## config.mk

```make
export PLATFORM = sky130hd
export DESIGN_NAME = random_spawn_picker
export DESIGN_NICKNAME = d
export VERILOG_FILES = /design/src/rtl/random_spawn_picker.sv
export SDC_FILE = /design/constraint.sdc
export NUM_CORES = 1
export LEC_CHECK = 0
export CAP_MARGIN = 20
export CELL_PAD_IN_SITES_DETAIL_PLACEMENT = 1
export CELL_PAD_IN_SITES_GLOBAL_PLACEMENT = 1
export CORE_ASPECT_RATIO = 1.4
export CORE_MARGIN = 5
export CORE_UTILIZATION = 29
export CTS_BUF_LIST = sky130_fd_sc_hd__clkbuf_4 sky130_fd_sc_hd__clkbuf_8 sky130_fd_sc_hd__clkbuf_16
export DETAILED_ROUTE_END_ITERATION = 7
export PLACE_DENSITY_LB_ADDON = 0.1
export SYNTH_ARGS = -nofsm -noshare
export SYNTH_HDL_FRONTEND = slang
export SYNTH_SLANG_ARGS = --single-unit
```

## constraint.sdc

```tcl
create_clock -name clk_i -period 2.04 [get_ports clk_i]
set_clock_uncertainty 0.1 [all_clocks]
set_input_delay 0.204 -clock clk_i [delete_from_list [all_inputs] [get_ports clk_i]]
set_output_delay 0.204 -clock clk_i [all_outputs]
set_load 0.02 [all_outputs]
```

## src/rtl/random_spawn_picker.sv

```systemverilog
// random_spawn_picker
//
// Picks a random free tile in the maze wall map and reports its centre pixel.
// One request samples the upstream LFSR pair, converts the pixel position to
// a tile, and reads the wall-map ROM for that tile. A wall means another
// sample is taken. After MAX_TRIES walls the request gives up with a fail
// pulse.
//
// Parameters
//   MAX_TRIES  wall-map lookups per request before giving up (1..255)
//   MAP_W      maze width in 16-px tiles (1..64); the height is fixed at 30
//
// Optional feature (macro SPAWN_EXCLUDE_EN)
//   Adds pac_x_i/pac_y_i. Candidates within 2 tiles of the player on both
//   axes are rejected as if they were walls.
//
// Ports
//   clk_i           system clock, rising edge
//   reset_i         synchronous active-high reset
//   x_rand_i        random pixel X from the LFSR; changes every cycle
//   y_rand_i        random pixel Y from the LFSR; changes every cycle
//   spawn_req_i     request one spawn position (only sampled when idle)
//   pac_x_i         player pixel X (SPAWN_EXCLUDE_EN only)
//   pac_y_i         player pixel Y (SPAWN_EXCLUDE_EN only)
//   wall_rd_addr_o  wall-map ROM address tile_y*MAP_W + tile_x, 0 when idle
//   wall_rd_en_o    ROM read strobe
//   wall_rd_data_i  ROM data (1 = wall), valid the cycle after the strobe
//   spawn_x_o       accepted tile centre X in pixels
//   spawn_y_o       accepted tile centre Y in pixels
//   spawn_valid_o   one-cycle pulse when spawn_x_o/spawn_y_o are updated
//   spawn_fail_o    one-cycle pulse when all tries hit walls
//   busy_o          high while a request is in progress
module random_spawn_picker #(
  parameter int MAX_TRIES = 16,
  parameter int MAP_W     = 40
) (
  input  logic        clk_i,
  input  logic        reset_i,
  input  logic [9:0]  x_rand_i,
  input  logic [9:0]  y_rand_i,
  input  logic        spawn_req_i,
`ifdef SPAWN_EXCLUDE_EN
  input  logic [9:0]  pac_x_i,
  input  logic [9:0]  pac_y_i,
`endif
  output logic [10:0] wall_rd_addr_o,
  output logic        wall_rd_en_o,
  input  logic        wall_rd_data_i,
  output logic [9:0]  spawn_x_o,
  output logic [9:0]  spawn_y_o,
  output logic        spawn_valid_o,
  output logic        spawn_fail_o,
  output logic        busy_o
);

  typedef enum logic [1:0] {
    IDLE,
    SAMPLE,
    ADDR,
    CHECK
  } state_e;

  localparam logic [5:0]  TILE_X_MAX = 6'(MAP_W - 1);
  localparam logic [5:0]  TILE_Y_MAX = 6'd29;
  localparam logic [10:0] MAP_W_L    = 11'(MAP_W);
  localparam logic [7:0]  TRIES_MAX  = 8'(MAX_TRIES);

  state_e      state_q, state_d;
  logic [5:0]  tileX_q, tileX_d;
  logic [4:0]  tileY_q, tileY_d;
  logic [7:0]  tries_q, tries_d;
  logic [9:0]  spawnX_q, spawnX_d;
  logic [9:0]  spawnY_q, spawnY_d;
  logic        spawnValid_q, spawnValid_d;
  logic        spawnFail_q, spawnFail_d;

  logic [5:0]  rawTileX, rawTileY;
  logic [5:0]  capTileX;
  logic [4:0]  capTileY;
  logic [10:0] tileAddr;
  logic        nearPac;
  logic        blocked;
  logic        triesLeft;
  logic        unusedLowBits;

  // Tile coordinates of the current LFSR sample, clamped into the map so
  // that the rightmost/bottom tiles absorb out-of-range pixels.
  assign rawTileX = x_rand_i[9:4];
  assign rawTileY = y_rand_i[9:4];
  assign capTileX = (rawTileX > TILE_X_MAX) ? TILE_X_MAX : rawTileX;
  assign capTileY = (rawTileY > TILE_Y_MAX) ? TILE_Y_MAX[4:0] : rawTileY[4:0];

  assign tileAddr = 11'(tileY_q) * MAP_W_L + 11'(tileX_q);

`ifdef SPAWN_EXCLUDE_EN
  logic [5:0] pacTileX, pacTileY;
  logic [5:0] distX, distY;

  // Chebyshev-style box around the player; both axes must be close.
  assign pacTileX = pac_x_i[9:4];
  assign pacTileY = pac_y_i[9:4];
  assign distX    = (tileX_q >= pacTileX) ? (tileX_q - pacTileX)
                                          : (pacTileX - tileX_q);
  assign distY    = ({1'b0, tileY_q} >= pacTileY) ? ({1'b0, tileY_q} - pacTileY)
                                                  : (pacTileY - {1'b0, tileY_q});
  assign nearPac  = (distX <= 6'd2) && (distY <= 6'd2);
  assign unusedLowBits = ^{x_rand_i[3:0], y_rand_i[3:0], pac_x_i[3:0], pac_y_i[3:0]};
`else
  assign nearPac  = 1'b0;
  assign unusedLowBits = ^{x_rand_i[3:0], y_rand_i[3:0]};
`endif

  assign blocked   = wall_rd_data_i | nearPac;
  assign triesLeft = (tries_q < TRIES_MAX);

  // State register.
  always_ff @(posedge clk_i) begin
    if (reset_i) begin
      state_q <= IDLE;
    end else begin
      state_q <= state_d;
    end
  end

  // Next-state logic. A rejected candidate goes back through SAMPLE so the
  // LFSR has advanced before the next capture.
  always_comb begin
    state_d = state_q;
    case (state_q)
      IDLE:    if (spawn_req_i) state_d = ADDR;
      SAMPLE:  state_d = ADDR;
      ADDR:    state_d = CHECK;
      CHECK: begin
        if (blocked && triesLeft) begin
          state_d = SAMPLE;
        end else begin
          state_d = IDLE;
        end
      end
      default: state_d = IDLE;
    endcase
  end

  // State-decoded outputs. The address is forced to 0 outside the strobe.
  always_comb begin
    busy_o         = (state_q != IDLE);
    wall_rd_en_o   = (state_q == ADDR);
    wall_rd_addr_o = (state_q == ADDR) ? tileAddr : 11'd0;
  end

  // Datapath next values: candidate capture, try counting and the result
  // registers. The result pulses are registered so they land in the IDLE
  // cycle that follows CHECK.
  always_comb begin
    tileX_d      = tileX_q;
    tileY_d      = tileY_q;
    tries_d      = tries_q;
    spawnX_d     = spawnX_q;
    spawnY_d     = spawnY_q;
    spawnValid_d = 1'b0;
    spawnFail_d  = 1'b0;
    case (state_q)
      IDLE: begin
        if (spawn_req_i) begin
          tileX_d = capTileX;
          tileY_d = capTileY;
          tries_d = 8'd0;
        end
      end
      SAMPLE: begin
        tileX_d = capTileX;
        tileY_d = capTileY;
      end
      ADDR: begin
        tries_d = tries_q + 8'd1;
      end
      CHECK: begin
        if (!blocked) begin
          spawnX_d     = {tileX_q, 4'd8};
          spawnY_d     = {1'b0, tileY_q, 4'd8};
          spawnValid_d = 1'b1;
        end else if (!triesLeft) begin
          spawnFail_d  = 1'b1;
        end
      end
      default: ;
    endcase
  end

  // Datapath registers.
  always_ff @(posedge clk_i) begin
    if (reset_i) begin
      tileX_q      <= '0;
      tileY_q      <= '0;
      tries_q      <= '0;
      spawnX_q     <= '0;
      spawnY_q     <= '0;
      spawnValid_q <= 1'b0;
      spawnFail_q  <= 1'b0;
    end else begin
      tileX_q      <= tileX_d;
      tileY_q      <= tileY_d;
      tries_q      <= tries_d;
      spawnX_q     <= spawnX_d;
      spawnY_q     <= spawnY_d;
      spawnValid_q <= spawnValid_d;
      spawnFail_q  <= spawnFail_d;
    end
  end

  assign spawn_x_o     = spawnX_q;
  assign spawn_y_o     = spawnY_q;
  assign spawn_valid_o = spawnValid_q;
  assign spawn_fail_o  = spawnFail_q;

endmodule

```

==> metrics.md, run 1 <==
| Metric | Value |
|---|---|
| Leading cell type in the layout, fill and taps excluded | nand2_1 |
| First-pass GRT wire length | 8960 um |
| Final hold violations | 0 |
| Netlist Area Pre-Place | 0.00181 mm2 |
| Num CTS Buffers | 5 |
| Most frequent cells in the layout | nand2_1, clkdlybuf4s50_1, dfxtp_1, buf_4, a21oi_1 |
| Post-DR vias/cell | 4.76 |
| Worst EP required | 1.74 ns |
| Placed inst area | 0.00255 mm2 |
| H-tree levels | 2 |
| Number of diodes | 0 |
| Clock sinks | 35 |
| Area Overhead vs Synth | 56.0% |
| Final cycle utilization of the critical path | 130% |
| Via count | 1755 |
| Status | complete, but fails checks |
| Met1 wire length | 2240 um |
| Port Buffer Count | 43 |
| Critical-path cell list | ha_4, ha_4, inv_2, fa_2, buf_4, nor2_1, a211o_1, a21oi_4, buf_6 |
| Number of flops mapped to enable cells by yosys | 0 |
| CTS Root Cell | clkbuf_8 |
| DIE AREA | 0.00796 mm2 |
| Total power draw | 0.00178 W |
| Highest metal used | met4 |
| GRT Util Overall | 13.7% |
| Post-synthesis instance total | 226 |
| Async SR Flop Fraction | 0% |
| Failing checks | setup timing |
| Cell variety after synth | 40 |
| WS Path Type | flop to output port |
| Initial antenna violation count | 0 |
| Synth Flop Type | dfxtp_1 |
| Synthesized area per cell | 8.02 um2 |
| Worst path most repeated cell | ha_4 |
| RSZ-0062 raised after global routing | yes |
| Final hold slack | 0.357 ns |
| Max clock buf depth | 2 |
| Part of the Yosys area used for sequential elements | 38.6% |
| Element type at the critical path end | output port |
| Drt first pass iters | 4 |
| FF-to-FF Start | state_q[0]$_SDFFE_PP0P_ |
| Max-cap viol count | 0 |
| Worst VDD drop | 0.478 mV |
| TNS Setup | -2.07 ns |
| Worst path slowest cell | fa_2 |
| Core ar. | 0.00617 mm2 |
| Fin cells | 369 |
| Die width | 76.8 um |
| CP arrival | 2.34 ns |
| P_leak | 1.13 nW |
| CP Max Fanout | 3 |
| GR Overflow Total | 0 |
| Startpoint types | flop |
| Crit path launch | tileY_q[3]$_SDFFE_PP0P_ |
| I/O pins | 59 |
| Post-DRT Antenna Nets | 0 |
| FMAX | 378 MHz |
| Initial Util | 29.4% |
| Layout net count | 332 |
| DR WL met2 | 2830 um |
| Die Y | 104 um |
| Clock transition at the registers of the reported paths | 0.07 ns |
| Final Max Tran Viols | 0 |
| Post-CTS Hold Buffers | 0 |
| Setup-violating endpoint count in the final report | 5 |
| Path category of the worst min-delay check | flop to flop |
| Minimum clock period | 2.65 ns |
| Routed len/inst | 14.4 um |
| RD Place Congestion | 0.728 |
| Setup ws final | -0.606 ns |
| Clk_lat worst skew | 0.28 ns |
| PD cells | 628 mW/mm2 |
| Largest net degree at the start of global routing | 24 |
| Post-synthesis register bit count | 35 |
| Routed wire length | 5310 um |
| WL met3 | 169 um |
| Yosys Warn Count | 0 |
| Max incr delay on CP | 0.53 ns |
| Ratio of cells with drive above 1 in the final layout | 29.6% |
| DP HPWL | 3950 um |
| Number of global-route vias before repair | 1845 |
| CTS tree | yes |
| Placed Cells | 357 |
| DRT iter0 DRCs | 80 |
| Hold Crit Start | spawn_x_o[6]$_SDFFE_PP0P_ |
| Cell area after layout | 0.00283 mm2 |
| Number of remaining DRC errors | 0 |
| Rows | 34 |
power breakdown:
group          total, W  internal, W  switching [W]
clock network  0.000516     0.000266       0.000249
logic          0.000524     0.000266       0.000258
registers      0.000737     0.000712      0.0000250
total           0.00178      0.00124       0.000533
flip-flops by register name, summed over array words and instances, names as in the netlist:
register	cells
spawn_fail_o	1
spawn_y_o	6
tries_q	8
tileY_q	5
spawn_x_o	6
tileX_q	6
state_q	2
spawn_valid_o	1
stage by stage:
step / setup slack (ns) / util, %
2_1_floorplan: -0.268 / -
3_3_place_gp: -0.798 / 41.3
3_5_place_dp: -0.810 / 41.3
4_1_cts: -0.572 / 44.1
5_1_grt: -0.704 / 45.9
6_report: -0.606 / 45.9
Yosys cell counts, drive strengths merged (2+ instances only):
cell type  number  share of area (%)
o221a           3                1.9
a211oi          2               0.83
nand2          42                8.7
xnor2           2               0.97
o21a            2               0.83
nand3           5                1.4
o21ai           3               0.83
nor4            2               0.69
fa              2                2.2
mux2            3                1.9
a21oi          26                7.2
or3             3                1.0
clkbuf          9                1.9
and2            5                1.7
inv            10                2.1
dfxtp          35                 39
buf             9                3.9
nand3b          4                1.7
xor2            2               0.97
ha             10                6.9
nor2           21                4.3
or2             3                1.0
nor3            7                1.9
o211ai          2               0.83
path summary, 6_finish.rpt:
kind / endpoint / slack [ns] / cells after the start
min reg2reg: spawn_x_o[6]$_SDFFE_PP0P_ / 0.36 / 2
max: wall_rd_addr_o[9] / -0.61 / 9
min: spawn_x_o[6]$_SDFFE_PP0P_ / 0.36 / 2
max reg2reg: tries_q[7]$_SDFFE_PP0P_ / 0.20 / 5
per-layer routing:
metal  GRT usage, %  vias to the layer above
met3           2.78                        7
met4           4.13                        0
met2           24.4                       27
met5              0                        -
li1               -                      887
met1           16.2                      834
cell type report:
cell class | count | area [um2]
multi-input cells | 168 | 1180
inverters | 11 | 47.5
fillers | 731 | 3340
flip-flops and latches | 35 | 711
repair buffers | 75 | 708
clock inverters | 1 | 5.00
clock buffers | 7 | 83.8
well taps | 72 | 90.1
timing repair:
item / 4_1_cts / 5_1_grt
endpoints found under the setup margin: 12 / 12
buffers inserted: 2 / 2
resized for setup: 57 / 21
pin swaps: 13 / 10
hold endpoints to repair: 0 / 0
cells by family (layout without fill, tap and decap cells):
family	count (synthesis)	after routing	synth area share, %
buffers and inverters	29	94	8.07
DFF	35	35	38.6
AOI/OAI and AO/OA	44	44	15.0
xor gates and xnor gates	4	4	1.93
and+or+nand+nor	98	98	25.1
muxes	3	3	1.86
other	1	7	0.207
adders and majority gates	12	12	9.11
critical path: cells and delay by family (launching register included):
family                   cells  cell delay (ns)
AO/OA/AOI/OAI                2             0.46
adder cells (fa/ha/maj)      3             0.92
buffers and inverters        3             0.27
flip-flops                   1             0.34
AND/OR/NAND/NOR              1             0.05
No activity file was read; power rests on OpenSTA's default activity.
==> run 2: changes to the inputs <==
--- a/config.mk
+++ b/config.mk
@@ -5,7 +5,7 @@
 export SDC_FILE = /design/constraint.sdc
 export NUM_CORES = 1
 export LEC_CHECK = 0
-export CAP_MARGIN = 20
+export CAP_MARGIN = 5
 export CELL_PAD_IN_SITES_DETAIL_PLACEMENT = 1
 export CELL_PAD_IN_SITES_GLOBAL_PLACEMENT = 1
 export CORE_ASPECT_RATIO = 1.4
==> results of run 2 <==
No change in the layout: final DEF, timing and power equal those of run 1.
==> variant 1 (config.mk and constraints of run 2) <==
Add a define of `SPAWN_EXCLUDE_EN`.
--- a/src/rtl/random_spawn_picker.sv
+++ b/src/rtl/random_spawn_picker.sv
@@ -32,2 +32,4 @@
 //   busy_o          high while a request is in progress
+`define SPAWN_EXCLUDE_EN
+
 module random_spawn_picker #(
Ports: changed (added pac_x_i and pac_y_i); port bits go from 59 to 79. The function was not compared with the original's and may differ.
==> variant 1 against run 2 <==
- the run still ends with negative setup slack left
- final area grew 66%
- wire length up 73%
- first-iteration DRC count down 5.0%
- sequential cell count unchanged
- clock power grew 72%
- setup slack lost 0.29 ns
- non-clock buffer count rose by 62
- total power up 58%
- critical path type is now flip-flop to flip-flop
- area after synthesis up 55%
- maximum frequency down 9.8%
==> variant 1: results (changes against run 2) <==
* Status: finished with violations
* Failing checks: negative setup slack
* Crit path largest cell delay at 0.36 ns (-0.17 ns)
* Hold Crit Depth at 2 (unchanged)
* Total wire length at 9170 microns (+73%)
* Adder-cell share of the synthesized area at 18.1% (+9.0 points)
* Critical path endpoint: spawn_x_o[6]$_SDFFE_PP0P_
* CP delay by family, top: compound AO/OA/AOI/OAI gates
* Final layout net count at 543 (+64%)
* Peak VDD IR at 286 uV (-40%)
* Pre-CTS setup slack at -1.27 ns (-0.456 ns)
* Largest reg by FF count: tries_q
* Crit. Startpoint: tileX_q[0]$_SDFFE_PP0P_
* Worst Min Path Start: spawn_y_o[6]$_SDFFE_PP0P_
* Initial DRC Count at 76 (-5.0%)
* Vias in the first global route at 3,029 (+64%)
* Power Dens Cells at 599 nW/um^2 (-4.7%)
* Area grow syn2layout at 67.2%
* Xor-xnor portion of the synthesized cell area at 3.75% (+1.8 points)
* Largest fanout on the critical path at 7 (+4)
* GPL Wtd Cong at 0.790 (+8.5%)
* Met1 usage at 17.3% (+1.1 points)
* Crit Path Class: flip-flop to flip-flop
* Final WS setup at -0.893 ns (-0.287 ns)
* Layout cells sized above 1 at 36.9% (+7.3 points)
* Area after DPL at 4040 sq um (+58%)
* Compound-Gate Fraction of Synth Area at 16.8% (+1.8 points)
* Dpl cells at 553 (+55%)
* Post-synthesis mux area share at 6.61% (+4.7 points)
* Unique masters post-synth at 51 (+28%)
* First-pass GRT wire length at 14,900 microns (+67%)
* R2R depth at 13 (+8)
* Clk root buf: clkbuf_16
* Internal power at 1900 uW (+53%)
* Vias per Instance at 4.82 (+1.3%)
* Met3 Use GR at 2.73% (-0.053 points)
* Via count at 2,760 (+57%)
* Syn_area_per_cell at 8.49 sq um (+5.8%)
* M2 GR Usage at 31.2% (+6.8 points)
* Top post-synthesis cells by count: dfxtp_1, ha_1, inv_1, nand2b_1, nor2_1
* Hold path endpoint: spawn_y_o[6]$_SDFFE_PP0P_
* Leak at 0.00195 uW (+73%)
* I/O Buffers at 55 (+28%)
* Largest net degree at the start of global routing at 47 (+96%)
* 1st-pass router iterations at 4 (unchanged)
* Sequential share of the synthesized area at 25.0% (-14 points)
* Total GRT Usage at 16.0% (+2.3 points)
* Dpl hpwl at 7020 microns (+78%)
* Setup TNS at -16.55 ns (-14.49 ns)
* Hold slack final at 0.377 ns (+0.0199 ns)
* CP arrival at 3.04 ns (+0.70 ns)
* Synth area leaders: dfxtp_1, ha_1, nand2b_1
* # setup viols final at 22 (+17)
variant 1: metal layers:
layer | vias to the layer above | wire length [microns]
met5 | - | 0
li1 | 1382 | -
met4 | 0 | 159
met2 | 44 | 5110
met3 | 9 | 304
met1 | 1325 | 3590
variant 1: power groups by stage:
stage	clock network, uW	logic [uW]	registers, uW
global route	948	1270	753
detailed placement	0	953	754
CTS	917	1100	747
global placement	0	938	753
finish	888	1170	748
floorplan	0	518	758
variant 1: layout make-up:
| cell class | instances | share of cell area (%) |
|---|---|---|
| clock buffer | 5 | 2.67 |
| clock inverter | 3 | 0.935 |
| inverter | 26 | 2.08 |
| multi-input combinational | 257 | 50.3 |
| sequential | 35 | 15.2 |
| tap | 110 | 2.94 |
| timing repair buffer | 137 | 25.9 |
variant 1: timing repair:
action,CTS,global route
resized for setup,86,33
buffers inserted,9,7
setup endpoints to repair,23,26
pin swaps,13,16
cloned,1,0
==> variant 2 (settings of run 2) <==
Made on the original files. Re-encode `state_e` (4 states) as Gray code, 2 bits wide.
--- a/src/rtl/random_spawn_picker.sv
+++ b/src/rtl/random_spawn_picker.sv
@@ -56,6 +56,6 @@
   typedef enum logic [1:0] {
-    IDLE,
-    SAMPLE,
-    ADDR,
-    CHECK
+    IDLE   = 2'b00,
+    SAMPLE = 2'b01,
+    ADDR   = 2'b11,
+    CHECK  = 2'b10
   } state_e;
Check against the original RTL: same outputs for any inputs over 10 cycles, from zero or initial values and one cycle with reset_i high; not proved beyond that.
==> variant 2 against run 2 <==
- the flow still finishes with violations (negative setup slack)
- area after synthesis is 3.2% higher
- total power is 5.7% higher
- sequential cell count stayed put
- core utilization is 1.1 points lower
- clock power is 25% higher
- via count is 0.46% higher
- final area is 1.1% lower
- critical path depth is 1 higher
- wire length is 0.79% lower
- setup slack worse by 0.013 ns
- register-to-register slack better by 0.25 ns
==> variant 2: results (changes against run 2) <==
* Synth area leaders: dfxtp_1, a21oi_1, nand2_1
* GPL Wtd Cong at 0.742 (+2.0%)
* Leak at 0.00110 uW (-2.6%)
* Final layout net count at 331 (-0.30%)
* Via count at 1,763 (+0.46%)
* CP arrival at 2.36 ns (+0.02 ns)
* Setup TNS at -2.19 ns (-0.127 ns)
* Final WS setup at -0.619 ns (-0.0130 ns)
* Routed wire per std cell at 14.3 microns (-0.52%)
* Largest fanout on the critical path at 3 (unchanged)
* Layout cells sized above 1 at 28.4% (-1.3 points)
* Initial DRC Count at 37 (-54%)
* Largest net degree at the start of global routing at 17 (-29%)
* Peak VDD IR at 327 uV (-32%)
* Vias in the first global route at 1,914 (+3.7%)
* Top post-synthesis cells by count: dfxtp_1, nand2_1, a21oi_1
* Dpl hpwl at 4000 microns (+1.2%)
* Status: finished with violations
* Sequential share of the synthesized area at 37.4% (-1.2 points)
* Vias per Instance at 4.79 (+0.73%)
* Failing checks: negative setup slack
* First-pass GRT wire length at 8870 microns (-0.93%)
* Total GRT Usage at 13.1% (-0.60 points)
* I/O Buffers at 43 (unchanged)
* Cts bufs inserted at 5 (unchanged)
* Yosys warns at 0 (unchanged)
* # setup viols final at 5 (unchanged)
* Syn_area_per_cell at 8.21 sq um (+2.3%)
* Pre-CTS setup slack at -0.830 ns (-0.0196 ns)
* Antenna diode count at 0 (unchanged)
* R2R Setup Slk at 0.45 ns (+0.25 ns)
* Fill cell count at 759 (+3.8%)
* Dpl cells at 359 (+0.56%)
* Number of flip-flops in the largest register at 8 (unchanged)
* Unique masters post-synth at 50 (+25%)
* Asr flop ratio synth at 0% (unchanged)
* Crit. Startpoint: tileY_q[3]$_SDFFE_PP0P_
==> variant 2: final timing paths <==
path,to,depth (start not counted)
setup / recovery,wall_rd_addr_o[9],10
setup reg to reg,tileY_q[0]$_SDFFE_PP0P_,6
hold reg to reg,spawn_x_o[6]$_SDFFE_PP0P_,2
hold / removal,spawn_x_o[6]$_SDFFE_PP0P_,2
==> variant 2: report_power, final <==
group          internal [uW]  leakage, uW  switching, uW  total (uW)
logic                    253     0.000758            239         492
registers                715     0.000287           28.7         744
clock network            364    0.0000581            279         644
==> variant 2: metal layers <==
| layer | track usage [%] | wire length [microns] | vias to the layer above |
|---|---|---|---|
| met5 | 0 | 0 | - |
| met4 | 3.26 | 47 | 0 |
| met3 | 3.18 | 201 | 4 |
| met2 | 23.4 | 2720 | 33 |
| met1 | 15.5 | 2300 | 834 |
| li1 | - | - | 892 |
==> variant 2: metrics by stage <==
stage,utilization (%),hold WS (ns),instance area (sq um)
5_1_grt,44.8,0.388,2800
6_report,44.8,0.357,2800
4_1_cts,44.0,0.363,2750
3_5_place_dp,41.1,0.351,2570
2_1_floorplan,-,0.240,1960
3_3_place_gp,41.1,0.345,2570
==> variant 2: cell type report <==
cell class | count | share of cell area (%)
clock buffer | 5 | 2.46
clock inverter | 3 | 1.56
inverter | 11 | 1.74
multi-input combinational | 170 | 41.8
sequential | 35 | 25.4
tap | 72 | 3.22
timing repair buffer | 72 | 23.8
==> variant 2: cells by family (layout without fill, tap and decap cells) <==
| logic type | Yosys count | in the layout | synth area share [%] |
|---|---|---|---|
| buffers and inverters | 29 | 91 | 8.89 |
| AOI/OAI and AO/OA | 48 | 48 | 15.6 |
| DFF | 35 | 35 | 37.4 |
| muxes | 1 | 1 | 0.602 |
| adders and majority gates | 12 | 12 | 8.82 |
| and+or+nand+nor | 98 | 98 | 26.2 |
| other | 1 | 7 | 0.200 |
| xor gates and xnor gates | 4 | 4 | 2.27 |
==> variant 2: critical path: stages (launching register included) <==
cell and delay (ns):
dfxtp_2 0.34, ha_4 0.27, ha_4 0.12, inv_2 0.03
fa_2 0.52, buf_4 0.11, buf_6 0.10, nor2_2 0.04
a211o_1 0.29, a21oi_4 0.13, buf_6 0.12
==> variant 2: repair_timing <==
item | in CTS | in global routing
pin swaps | 7 | 1
hold endpoints to repair | 0 | 0
buffers inserted | 0 | 1
hold buffers | 0 | 0
setup endpoints to repair | 8 | 8
resized for setup | 57 | 12
